## src/rtl/wb_gpio_irq.sv

```systemverilog
// wb_gpio_irq: Wishbone B3 classic GPIO slave with per-pin direction,
// synchronised and debounced inputs, edge capture into a W1C pending
// register, and one level interrupt.
module wb_gpio_irq #(
    parameter int GPIO_WIDTH     = 8,
    parameter int SYNC_STAGES    = 2,
    parameter int DEBOUNCE_WIDTH = 16
) (
    input  logic                  wb_clk_i,
    input  logic                  wb_rst_i,
    input  logic [31:0]           wb_adr_i,
    input  logic [31:0]           wb_dat_i,
    input  logic [3:0]            wb_sel_i,
    input  logic                  wb_we_i,
    input  logic                  wb_cyc_i,
    input  logic                  wb_stb_i,
    output logic [31:0]           wb_dat_o,
    output logic                  wb_ack_o,
    input  logic [GPIO_WIDTH-1:0] gpio_i,
    output logic [GPIO_WIDTH-1:0] gpio_o,
    output logic [GPIO_WIDTH-1:0] gpio_dir_o,
    output logic                  irq_o
);
    localparam int W  = GPIO_WIDTH;
    localparam int DW = DEBOUNCE_WIDTH;

    typedef enum logic [2:0] {
        REG_IN, REG_OUT, REG_DIR, REG_IRQ_EN,
        REG_RISE, REG_FALL, REG_PENDING, REG_DEBOUNCE
    } reg_e;

    function automatic logic [31:0] zext_w(input logic [W-1:0] v);
        logic [31:0] r;
        r        = '0;
        r[W-1:0] = v;
        return r;
    endfunction

    function automatic logic [31:0] zext_d(input logic [DW-1:0] v);
        logic [31:0] r;
        r         = '0;
        r[DW-1:0] = v;
        return r;
    endfunction

    logic                       ack_q, ack_d;
    logic [31:0]                dat_q, dat_d;
    logic [W-1:0]               out_q, out_d, dir_q, dir_d, ien_q, ien_d;
    logic [W-1:0]               rise_q, rise_d, fall_q, fall_d, pend_q, pend_d;
    logic [DW-1:0]              dbn_q, dbn_d, cnt_q, cnt_d;
    logic [SYNC_STAGES-1:0][W-1:0] sync_q, sync_d;
    logic [W-1:0]               sample_q, sample_d, deb_q, deb_d, prev_q, prev_d;

    logic        req, wr, rd, tick;
    reg_e        wsel;
    logic [31:0] bmask, rdata;
    logic [W-1:0]  mask_w, dat_w, sync_w, match, rise_ev, fall_ev, clr;
    logic [DW-1:0] mask_d, dat_dw;
    logic        unused_bits;

    // Bus decode: one request per ack, byte-lane write mask
    always_comb begin
        req    = wb_cyc_i & wb_stb_i & ~ack_q;
        wr     = req & wb_we_i;
        rd     = req & ~wb_we_i;
        wsel   = reg_e'(wb_adr_i[4:2]);
        bmask  = {{8{wb_sel_i[3]}}, {8{wb_sel_i[2]}}, {8{wb_sel_i[1]}}, {8{wb_sel_i[0]}}};
        mask_w = bmask[W-1:0];
        dat_w  = wb_dat_i[W-1:0];
        mask_d = bmask[DW-1:0];
        dat_dw = wb_dat_i[DW-1:0];
    end

    // Address bits outside [4:2] and data above the register widths are don't-care
    assign unused_bits = ^{wb_adr_i[31:5], wb_adr_i[1:0], wb_dat_i, bmask};

    // Register file writes (byte-merged), read mux and ack/data return
    always_comb begin
        out_d  = out_q;
        dir_d  = dir_q;
        ien_d  = ien_q;
        rise_d = rise_q;
        fall_d = fall_q;
        dbn_d  = dbn_q;
        if (wr) begin
            case (wsel)
                REG_OUT:      out_d  = (out_q  & ~mask_w) | (dat_w & mask_w);
                REG_DIR:      dir_d  = (dir_q  & ~mask_w) | (dat_w & mask_w);
                REG_IRQ_EN:   ien_d  = (ien_q  & ~mask_w) | (dat_w & mask_w);
                REG_RISE:     rise_d = (rise_q & ~mask_w) | (dat_w & mask_w);
                REG_FALL:     fall_d = (fall_q & ~mask_w) | (dat_w & mask_w);
                REG_DEBOUNCE: dbn_d  = (dbn_q  & ~mask_d) | (dat_dw & mask_d);
                default: ;
            endcase
        end
        rdata = '0;
        case (wsel)
            REG_IN:       rdata = zext_w(deb_q);
            REG_OUT:      rdata = zext_w(out_q);
            REG_DIR:      rdata = zext_w(dir_q);
            REG_IRQ_EN:   rdata = zext_w(ien_q);
            REG_RISE:     rdata = zext_w(rise_q);
            REG_FALL:     rdata = zext_w(fall_q);
            REG_PENDING:  rdata = zext_w(pend_q);
            REG_DEBOUNCE: rdata = zext_d(dbn_q);
            default: ;
        endcase
        ack_d = req;
        dat_d = rd ? rdata : dat_q;
    end

    // Input path: synchroniser, prescaler, per-pin two-tick debounce
    always_comb begin
        sync_d    = '0;
        sync_d[0] = gpio_i;
        for (int i = 1; i < SYNC_STAGES; i++) sync_d[i] = sync_q[i-1];
        sync_w   = sync_q[SYNC_STAGES-1];
        tick     = (cnt_q == dbn_q);
        cnt_d    = tick ? '0 : cnt_q + DW'(1);
        if (wr && wsel == REG_DEBOUNCE) cnt_d = '0;
        match    = ~(sync_w ^ sample_q);
        sample_d = sample_q;
        deb_d    = deb_q;
        if (dbn_q == '0) begin
            sample_d = sync_w;
            deb_d    = sync_w;
        end else if (tick) begin
            sample_d = sync_w;
            // only pins that held the same level across both ticks move
            deb_d    = (deb_q & ~match) | (sync_w & match);
        end
    end

    // Edge capture; a new edge beats a same-cycle W1C of that bit
    always_comb begin
        rise_ev = deb_q & ~prev_q;
        fall_ev = ~deb_q & prev_q;
        clr     = (wr && wsel == REG_PENDING) ? (dat_w & mask_w) : '0;
        pend_d  = (pend_q & ~clr) | (rise_ev & rise_q) | (fall_ev & fall_q);
        prev_d  = deb_q;
    end

    // State registers, synchronous active-high reset
    always_ff @(posedge wb_clk_i) begin
        if (wb_rst_i) begin
            ack_q    <= 1'b0;
            dat_q    <= '0;
            out_q    <= '0;
            dir_q    <= '0;
            ien_q    <= '0;
            rise_q   <= '0;
            fall_q   <= '0;
            pend_q   <= '0;
            dbn_q    <= '0;
            cnt_q    <= '0;
            sync_q   <= '0;
            sample_q <= '0;
            deb_q    <= '0;
            prev_q   <= '0;
        end else begin
            ack_q    <= ack_d;
            dat_q    <= dat_d;
            out_q    <= out_d;
            dir_q    <= dir_d;
            ien_q    <= ien_d;
            rise_q   <= rise_d;
            fall_q   <= fall_d;
            pend_q   <= pend_d;
            dbn_q    <= dbn_d;
            cnt_q    <= cnt_d;
            sync_q   <= sync_d;
            sample_q <= sample_d;
            deb_q    <= deb_d;
            prev_q   <= prev_d;
        end
    end

    assign wb_ack_o   = ack_q;
    assign wb_dat_o   = dat_q;
    assign gpio_o     = out_q;
    assign gpio_dir_o = dir_q;
    assign irq_o      = |(pend_q & ien_q);

endmodule

```

## config.mk

```make
export PLATFORM = sky130hd
export DESIGN_NAME = wb_gpio_irq
export DESIGN_NICKNAME = d
export VERILOG_FILES = /design/src/rtl/wb_gpio_irq.sv
export SDC_FILE = /design/constraint.sdc
export NUM_CORES = 1
export LEC_CHECK = 0
export ABC_CLOCK_PERIOD_IN_PS = 3450
export CORE_MARGIN = 8
export CORE_UTILIZATION = 55
export DETAILED_ROUTE_END_ITERATION = 10
export PLACE_DENSITY = 0.86
export SLEW_MARGIN = 20
export SYNTH_ARGS = -nofsm -noshare
export SYNTH_HDL_FRONTEND = slang
export SYNTH_SLANG_ARGS = --single-unit
```

## constraint.sdc

```tcl
create_clock -name wb_clk_i -period 3.45 [get_ports wb_clk_i]
set_input_delay 1.035 -clock wb_clk_i [delete_from_list [all_inputs] [get_ports wb_clk_i]]
set_output_delay 1.035 -clock wb_clk_i [all_outputs]
set_load 0.005 [all_outputs]
```

==> PnR_summary.wiki <==
{| class="wikitable"
! Metric !! Value
|-
| Via count of the first global-routing pass || 5,133
|-
| Largest net degree at the start of global routing || 64
|-
| Global Route Usage Sum || 0.213
|-
| Final-report max-slew violation count || 0
|-
| Count of yosys warnings during synthesis || 0
|-
| Cell count of the worst reg-to-reg path || 6
|-
| Cells after synthesis || 668
|-
| Final TNS setup || 0 ns
|-
| Number of failing hold endpoints at the final stage || 0
|-
| Final-report setup violation count || 0
|-
| Sequential cell fraction of total power || 0.462
|-
| Iteration-0 DRC Markers || 481
|-
| Worst clock skew || 0.00727 ns
|-
| Die outline height || 120 um
|-
| Total of max-cap violations || 0
|-
| Highest ir drop seen on vdd || 277 uV
|-
| Area contributors post-synth || sky130_fd_sc_hd__dfxtp_1, sky130_fd_sc_hd__mux2i_1, sky130_fd_sc_hd__nor2_1
|-
| Antenna violations before repair || 0
|-
| Grt ovf || 0
|-
| Critical Path End || irq_o
|-
| Proportion of register bits with asynchronous set or reset after synthesis || 0
|-
| Portion of the clock cycle consumed by the worst path in the final layout || 0.817
|-
| GR Layer Usage met2 || 0.361
|-
| Site row count || 38
|-
| Number of enable flip-flop cells after synthesis || 0
|-
| Worst endpoint required time || 2.41 ns
|-
| Maximum clock frequency || 355 MHz
|-
| R2r setup slk || 1.43 ns
|-
| Sequential share of the synthesized area || 0.458
|-
| Time the worst path needs with I/O delays and setup || 2.82 ns
|-
| Die span in x || 120 um
|-
| Detailed-route wire length || 15.2 mm
|-
| Detail Route Antenna Nets || 0
|-
| Critical setup path kind || flip-flop to primary output
|-
| Post-CTS Setup Bufs || 0
|-
| Met3 Usage GRT || 0.0559
|-
| Die area || 0.0145 mm2
|-
| Type of the most critical hold path || flip-flop to flip-flop
|-
| Int Pwr || 2.66 mW
|-
| Cell type with the highest aggregate area in the netlist || sky130_fd_sc_hd__dfxtp_1
|-
| Power share of the clock group || 0.479
|-
| Clock insertion delay at the later pin of the skew report || 0.53 ns
|-
| Clock-pin slew on the worst setup and hold paths || 0.06 ns
|-
| Area of the core region || 0.0107 mm2
|-
| Detailed-route vias per instance || 5.79
|-
| Power per standard cell area || 481 mW/mm2
|-
| Gpl congestion || 0.914
|-
| Number of synthesized register bits || 137
|-
| Post-synthesis area per instance || 8.96 um2
|-
| Type of origin of the critical path || flip-flop
|-
| Clock sink total || 137
|-
| Nets || 816
|-
| Count of cell types in the netlist || 47
|-
| Outcome || finished, final reports clean
|-
| Total I/O pin count || 131
|-
| Net Sw Power || 0.850 mW
|-
| Antenna Cells || 0
|-
| Initial Util || 0.557
|-
| Most common flop cell mapped by yosys || sky130_fd_sc_hd__dfxtp_1
|-
| Element type at the critical path end || primary output
|-
| Count of input and output buffers || 67
|-
| CTS Root Buffer Type || sky130_fd_sc_hd__clkbuf_8
|-
| Cts hold-fix bufs || 0
|-
| Slew at the pin closest to its max-slew limit || 0.608 ns
|-
| Worst max-slew margin expressed relative to the limit || 0.595
|-
| Total half-perimeter wirelength after legalization and detailed placement || 10.8 mm
|-
| RSZ-0062 raised after global routing || false
|-
| Largest fanout on the critical path || 3
|-
| Number of buffers inserted during clock tree synthesis || 17
|-
| Maximum number of buffers from clock root to sink || 2
|-
| Gates resized, CTS repair || 0
|-
| Leakage power of the design || 2.74 nW
|-
| Signed area change from the synthesized netlist to the final layout || 21.8%
|-
| Total cell area at the placement stage || 0.00673 mm2
|-
| Launching element of the worst setup path || pend_q[7]
|-
| Overall via count from detail_route || 5,137
|-
| Wire length of the first global-routing pass || 25.1 mm
|-
| Routed wire per std cell || 17.1 um
|-
| Reg-to-reg endpoint || sample_q[3]
|-
| GRT Max-Usage Layer || met2
|-
| Pre-Repair DR Iteration Count || 6
|-
| Yosys top cell area share || 0.458
|-
| Worst endpoint data arrival time || 1.78 ns
|-
| TritonCTS clock tree || done
|-
| Net Sw Frac || 0.242
|-
| Design Area, Final || 0.00729 mm2
|-
| Number of design rule violations left after detail routing || 0
|-
| H-tree Lvls || 4
|-
| M1 GR Usage || 0.239
|-
| Syn Std Cell Area || 0.00598 mm2
|-
| Share of cells above drive strength 1 || 0.0803
|-
| Fraction of power consumed by combinational cells || 0.059
|}
-- Yosys cell counts, types with 2 or more instances --
master,count
sky130_fd_sc_hd__a31oi_1,4
sky130_fd_sc_hd__clkbuf_1,24
sky130_fd_sc_hd__nor2_1,83
sky130_fd_sc_hd__nor2b_1,30
sky130_fd_sc_hd__and2_1,2
sky130_fd_sc_hd__mux2_4,2
sky130_fd_sc_hd__buf_4,16
sky130_fd_sc_hd__xnor2_1,7
sky130_fd_sc_hd__a221oi_1,8
sky130_fd_sc_hd__nor4_1,8
sky130_fd_sc_hd__nand4_1,5
sky130_fd_sc_hd__nand3_1,40
sky130_fd_sc_hd__inv_1,2
sky130_fd_sc_hd__nand4b_1,5
sky130_fd_sc_hd__nor3_1,2
sky130_fd_sc_hd__nand3b_1,8
sky130_fd_sc_hd__nand2b_1,12
sky130_fd_sc_hd__a22oi_1,4
sky130_fd_sc_hd__nand2_1,80
sky130_fd_sc_hd__o211a_1,4
sky130_fd_sc_hd__o221a_2,2
sky130_fd_sc_hd__a21oi_1,40
sky130_fd_sc_hd__mux2i_1,49
sky130_fd_sc_hd__buf_2,8
sky130_fd_sc_hd__o211ai_1,4
sky130_fd_sc_hd__dfxtp_1,137
sky130_fd_sc_hd__nor3_4,3
sky130_fd_sc_hd__and3_1,4
sky130_fd_sc_hd__mux4_2,4
sky130_fd_sc_hd__xor2_1,23
sky130_fd_sc_hd__a311o_1,3
sky130_fd_sc_hd__o2bb2ai_1,4
sky130_fd_sc_hd__o221ai_1,4
sky130_fd_sc_hd__o21ai_0,24
-- worst max-delay path, stage by stage, from the launching register on --
cell and delay, ns:
sky130_fd_sc_hd__dfxtp_1 0.33, sky130_fd_sc_hd__a22oi_1 0.29, sky130_fd_sc_hd__nand4_1 0.17, sky130_fd_sc_hd__clkdlybuf4s50_1 0.48
-- placed cells by master, fill, tap and decap left out, types with 7 or more instances in the layout --
| cell | n |
|---|---|
| sky130_fd_sc_hd__a21oi_1 | 40 |
| sky130_fd_sc_hd__a221oi_1 | 8 |
| sky130_fd_sc_hd__buf_4 | 15 |
| sky130_fd_sc_hd__clkbuf_16 | 16 |
| sky130_fd_sc_hd__clkdlybuf4s50_1 | 66 |
| sky130_fd_sc_hd__clkinv_4 | 7 |
| sky130_fd_sc_hd__conb_1 | 16 |
| sky130_fd_sc_hd__dfxtp_1 | 137 |
| sky130_fd_sc_hd__mux2i_1 | 49 |
| sky130_fd_sc_hd__nand2_1 | 80 |
| sky130_fd_sc_hd__nand2b_1 | 12 |
| sky130_fd_sc_hd__nand3_1 | 40 |
| sky130_fd_sc_hd__nand3b_1 | 8 |
| sky130_fd_sc_hd__nor2_1 | 83 |
| sky130_fd_sc_hd__nor2b_1 | 30 |
| sky130_fd_sc_hd__nor4_1 | 8 |
| sky130_fd_sc_hd__o21ai_0 | 24 |
| sky130_fd_sc_hd__xnor2_1 | 7 |
| sky130_fd_sc_hd__xor2_1 | 23 |
-- per-layer routing --
| metal | vias to the layer above | share of wire |
|---|---|---|
| met5 | - | 0 |
| met1 | 2427 | 0.40 |
| met3 | 51 | 0.069 |
| met2 | 228 | 0.49 |
| li1 | 2431 | - |
| met4 | 0 | 0.042 |
-- through the flow --
stage / util / cells / setup slack [ns] / hold slack [ns] / power [mW]
final: 0.678 / 887 / 0.630 / 0.436 / 3.51
after global placement: 0.626 / 855 / 0.196 / 0.421 / 1.85
after detailed placement: 0.626 / 855 / 0.140 / 0.424 / 1.85
after floorplan: - / 683 / 1.16 / 0.414 / 1.78
after global routing: 0.678 / 887 / 0.473 / 0.454 / 3.63
after CTS: 0.678 / 887 / 0.635 / 0.439 / 3.52
-- cell families after synthesis --
logic type,after synthesis,synth area share
adder cells (fa/ha/maj),1,0.00209
multiplexers,56,0.104
other,1,0.000627
buffers and inverters,52,0.0456
AO/OA/AOI/OAI,105,0.111
flip-flops,137,0.458
AND/OR/NAND/NOR,286,0.234
XOR/XNOR,30,0.0439
-- area by class of cell --
type,instances,area (um2)
fillers,794,3460
multi-input cells,494,3020
flip-flops and latches,137,2740
repair buffers,81,773
clock buffers,17,414
well taps,140,175
clock inverters,15,148
inverters,3,11.3
-- power by group through the flow --
stage                     Clock, mW  Sequential [mW]  Combinational (mW)
after global routing           1.78             1.62               0.223
after floorplan                   0             1.65               0.128
after detailed placement          0             1.65               0.200
final                          1.68             1.62               0.206
after CTS                      1.70             1.62               0.202
after global placement            0             1.65               0.194
-- worst min-delay path by stage --
stage	startpoint	end	slack [ns]	cells past startpoint
5_1_grt	sync_d[10]	sync_w[2]	0.45	1
2_1_floorplan	sync_d[8]	sync_w[0]	0.41	1
3_5_place_dp	sync_d[9]	sync_w[1]	0.42	1
4_1_cts	sync_d[9]	sync_w[1]	0.44	1
3_3_place_gp	sync_d[11]	sync_w[3]	0.42	1
6_report	sync_d[9]	sync_w[1]	0.44	1
(Power assumes the default switching activity.)
